### src/rtl/signed_bcd_converter.sv
// Signed two's-complement to sign + packed BCD magnitude converter.
// Iterative double-dabble, one input bit per clock, start/busy/done handshake.
module signed_bcd_converter #(
  parameter int IN_W   = 8,
  parameter int DIGITS = 3
) (
  input  logic                  clk,
  input  logic                  rst_n,
  input  logic                  start,
  input  logic [IN_W-1:0]       din,
  output logic                  busy,
  output logic                  done,
  output logic                  neg,
  output logic [4*DIGITS-1:0]   bcd
);

  localparam int CW = $clog2(IN_W + 1);

  typedef enum logic {IDLE, CONV} state_t;

  state_t                state;
  logic [IN_W-1:0]       mag;
  logic [4*DIGITS-1:0]   scratch;
  logic [CW-1:0]         count;
  logic                  sign;

  logic [4*DIGITS-1:0]   next_scratch;
  logic [IN_W-1:0]       next_mag;
  logic [3:0]            digit;
  logic                  carry;

  // Add-3 on every digit >= 5, then shift {scratch, mag} left by one;
  // the carry chain moves each adjusted digit's MSB into the next digit.
  always_comb begin
    next_scratch = '0;
    digit        = '0;
    carry        = mag[IN_W-1];
    for (int d = 0; d < DIGITS; d++) begin
      digit = scratch[4*d +: 4];
      if (digit >= 4'd5)
        digit = digit + 4'd3;
      next_scratch[4*d +: 4] = {digit[2:0], carry};
      carry = digit[3];
    end
    next_mag = {mag[IN_W-2:0], 1'b0};
  end

  always_ff @(posedge clk or negedge rst_n) begin
    if (!rst_n) begin
      state   <= IDLE;
      mag     <= '0;
      scratch <= '0;
      count   <= '0;
      sign    <= 1'b0;
      busy    <= 1'b0;
      done    <= 1'b0;
      neg     <= 1'b0;
      bcd     <= '0;
    end else begin
      done <= 1'b0;
      case (state)
        IDLE: begin
          if (start) begin
            sign    <= din[IN_W-1];
            mag     <= din[IN_W-1] ? (~din + 1'b1) : din;
            scratch <= '0;
            count   <= CW'(IN_W);
            busy    <= 1'b1;
            state   <= CONV;
          end
        end
        CONV: begin
          scratch <= next_scratch;
          mag     <= next_mag;
          count   <= count - CW'(1);
          if (count == CW'(1)) begin
            bcd   <= next_scratch;
            neg   <= sign;
            done  <= 1'b1;
            busy  <= 1'b0;
            state <= IDLE;
          end
        end
        default: state <= IDLE;
      endcase
    end
  end

endmodule
### config.mk
export PLATFORM = sky130hd
export DESIGN_NAME = signed_bcd_converter
export DESIGN_NICKNAME = d
export VERILOG_FILES = /design/src/rtl/signed_bcd_converter.sv
export SDC_FILE = /design/constraint.sdc
export NUM_CORES = 1
export LEC_CHECK = 0
export ABC_AREA = 1
export CAP_MARGIN = 10
export CORE_MARGIN = 1.5
export CORE_UTILIZATION = 54
export CTS_CLUSTER_SIZE = 28
export DETAILED_ROUTE_END_ITERATION = 8
export GPL_ROUTABILITY_DRIVEN = 0
export PLACE_DENSITY = 0.77
export SYNTH_ARGS = -nofsm -noshare
export SYNTH_HDL_FRONTEND = slang
export SYNTH_SLANG_ARGS = --single-unit
### constraint.sdc
create_clock -name clk -period 1.6 [get_ports clk]
set_input_delay 0.24 -clock clk [delete_from_list [all_inputs] [get_ports clk]]
set_output_delay 0.24 -clock clk [all_outputs]
set_load 0.02 [all_outputs]
==> impl_metrics.json <==
{
  "maxSlewHeadroom": 0.715,
  "leakagePower_nw": 1.26,
  "ys_warn_count": 0,
  "fillers": 303,
  "fin_nets": 296,
  "pwr-share-clk": 0.174,
  "p_seq_frac": 0.372,
  "ant_nets": 0,
  "setup_tns_ns": 0,
  "synth_top_area_share": 0.502,
  "critPathKind": "flip-flop to primary output",
  "diodes": 0,
  "path_buf_inv": 1,
  "insertion_delay_ns": 0.30,
  "worstSetupEndpointType": "primary output",
  "pwr-share-comb": 0.454,
  "max_clock_freq_mhz": 657,
  "switching_share": 0.413,
  "synthCells": 243,
  "status": "completed",
  "cpLargestDelayFamily": "buffers and inverters",
  "dp_cells": 316,
  "die_h_um": 64.5,
  "drive_gt1_frac": 0.0758,
  "cts_made_buffers": 5,
  "switchingPower_mw": 2.05,
  "place_ws_ns": 0.118,
  "min_path_type": "primary input to asynchronous set/reset pin",
  "layout_common_cells": "nand2_1, dfrtp_1, nand3_1, inv_1, clkdlybuf4s50_1",
  "syn2layout_area_growth_pct": 21.8,
  "critPathArrivalTime_ns": 1.28,
  "finalHoldViolations": 0,
  "rows": 22,
  "via_count": 1711,
  "setup_viol": 0,
  "reg2regPathDepth": 5,
  "max_stage_delay_ns": 0.61,
  "slew_violations": 0,
  "final_common_cell": "nand2_1",
  "antenna_found_initial": 0,
  "cts_tree": "done",
  "coreArea_mm2": 0.00366,
  "grt_usage": 0.237,
  "overflow": 0,
  "placed_cell_area_mm2": 0.00236,
  "critPathSlowestCell": "clkdlybuf4s50_1",
  "vias_per_cell": 5.26,
  "finalInstanceArea_mm2": 0.00249,
  "period_share": 0.952,
  "die_w_um": 64.5,
  "clkTransAtPathRegs_ns": 0.08,
  "dp_hpwl_um": 2930,
  "period_minus_slack_ns": 1.52,
  "clock_sinks": 41,
  "cp.required_ns": 1.36,
  "cp.depth": 1,
  "power_density_mw_per_mm2": 1990,
  "routed_wl_um": 4230,
  "grt_first_pass_wirelength_um": 7510,
  "fin_cells": 325,
  "yosysSeqAreaShare": 0.502,
  "ioPinCount": 26,
  "netlist_top_cells_area": "dfrtp_1, nand2_1, nand3_1, ha_1, inv_1",
  "grt_max_degree": 25,
  "synth_nets": 263,
  "yosysTopAreaCell": "dfrtp_1",
  "drtPass1Iterations": 5,
  "synth_area_per_cell_um2": 8.41,
  "path_cells": "clkdlybuf4s50_1",
  "critPathLaunchType": "flip-flop",
  "clock-skew-final_ns": 0.00858,
  "die-area_mm2": 0.00416,
  "power.internal_mw": 2.92,
  "finish.utilization": 0.680,
  "start_util": 0.558,
  "netlist_area_mm2": 0.00204,
  "ys_ff_latch": 41,
  "cts_buffer_depth": 2,
  "clockRootBuffer": "clkbuf_8",
  "maxCapViolations": 0,
  "p_total_mw": 4.96,
  "ys_types": 23,
  "fin_hold_ws_ns": 0.403,
  "drc": 0,
  "setup_ws_ns": 0.0775,
  "grt_pass1_vias": 1735,
  "ir_drop_v": 0.000866,
  "io_buffer_count": 25,
  "grt_setup_unrepaired": "false",
  "wl_per_cell_um": 13.0,
  "h-tree-depth": 2,
  "worst_pin_slew_ns": 0.428,
  "first_iter_violations": 122,
  "cp_max_fo": 2
}
[final timing paths]
check,startpoint,to,slack [ns]
hold reg to reg,bcd[5]$_DFFE_PN0P_,bcd[5]$_DFFE_PN0P_,0.48
hold / removal,rst_n,bcd[11]$_DFFE_PN0P_,0.40
max in group asynchronous,rst_n,scratch[9]$_DFFE_PN0P_,0.72
setup / recovery,bcd[11]$_DFFE_PN0P_,bcd[11],0.08
min in group clk,bcd[5]$_DFFE_PN0P_,bcd[5]$_DFFE_PN0P_,0.48
setup reg to reg,state$_DFF_PN0_,count[3]$_DFFE_PN0P_,0.14
[power groups by stage]
stage | registers, mW | logic [mW] | clock network [mW]
after floorplan | 1.94 | 1.37 | 0
after global placement | 1.83 | 2.13 | 0
after detailed placement | 1.85 | 2.21 | 0
after CTS | 1.84 | 2.25 | 0.876
after global routing | 1.89 | 2.58 | 0.934
final | 1.85 | 2.25 | 0.863
[cells in the mapped netlist, drive strengths merged]
cell type / n
buf: 6
nand2: 73
inv: 29
a31oi: 1
o21ai: 25
ha: 9
xnor2: 1
o211ai: 2
o22ai: 5
a22oi: 8
nor3: 1
nor2: 12
o21bai: 1
a21oi: 1
nand3: 28
dfrtp: 41
[layout make-up]
| type | count | area [um2] | area share |
|---|---|---|---|
| sequential | 41 | 1030 | 0.412 |
| multi-input combinational | 167 | 867 | 0.348 |
| timing repair buffer | 32 | 313 | 0.126 |
| inverter | 29 | 109 | 0.0437 |
| clock buffer | 7 | 86.3 | 0.0347 |
| tap | 48 | 60.1 | 0.0241 |
| clock inverter | 1 | 30.0 | 0.0121 |
[what timing repair did]
action / 4_1_cts / 5_1_grt
hold buffers: 1 / 0
gates resized for setup: 0 / 1
setup buffers: 0 / 0
setup endpoints to repair: 0 / 4
hold endpoints to repair: 17 / 0
[flip-flops by register name (all words and copies together) (netlist names)]
register	count
busy	1
neg	1
mag	8
count	4
scratch	12
bcd	12
done	1
state	1
sign	1
[routing by layer]
| layer | wire (um) | share of wire | up-vias | track usage |
|---|---|---|---|---|
| met5 | 0 | 0 | - | 0 |
| met4 | 107 | 0.025 | 0 | 0.117 |
| met3 | 160 | 0.038 | 13 | 0.0556 |
| met2 | 2100 | 0.50 | 43 | 0.411 |
| met1 | 1870 | 0.44 | 791 | 0.275 |
| li1 | - | - | 864 | - |
[cell families (layout without fill, tap and decap cells)]
kind of cell,Yosys count,after routing,synth area share
buffers and inverters,35,69,0.0759
and+or+nand+nor,114,114,0.239
AOI/OAI and AO/OA,43,43,0.124
xor gates and xnor gates,1,1,0.00428
DFF,41,41,0.502
adders and majority gates,9,9,0.0551
Note: power is estimated with default switching activity, not from simulation.
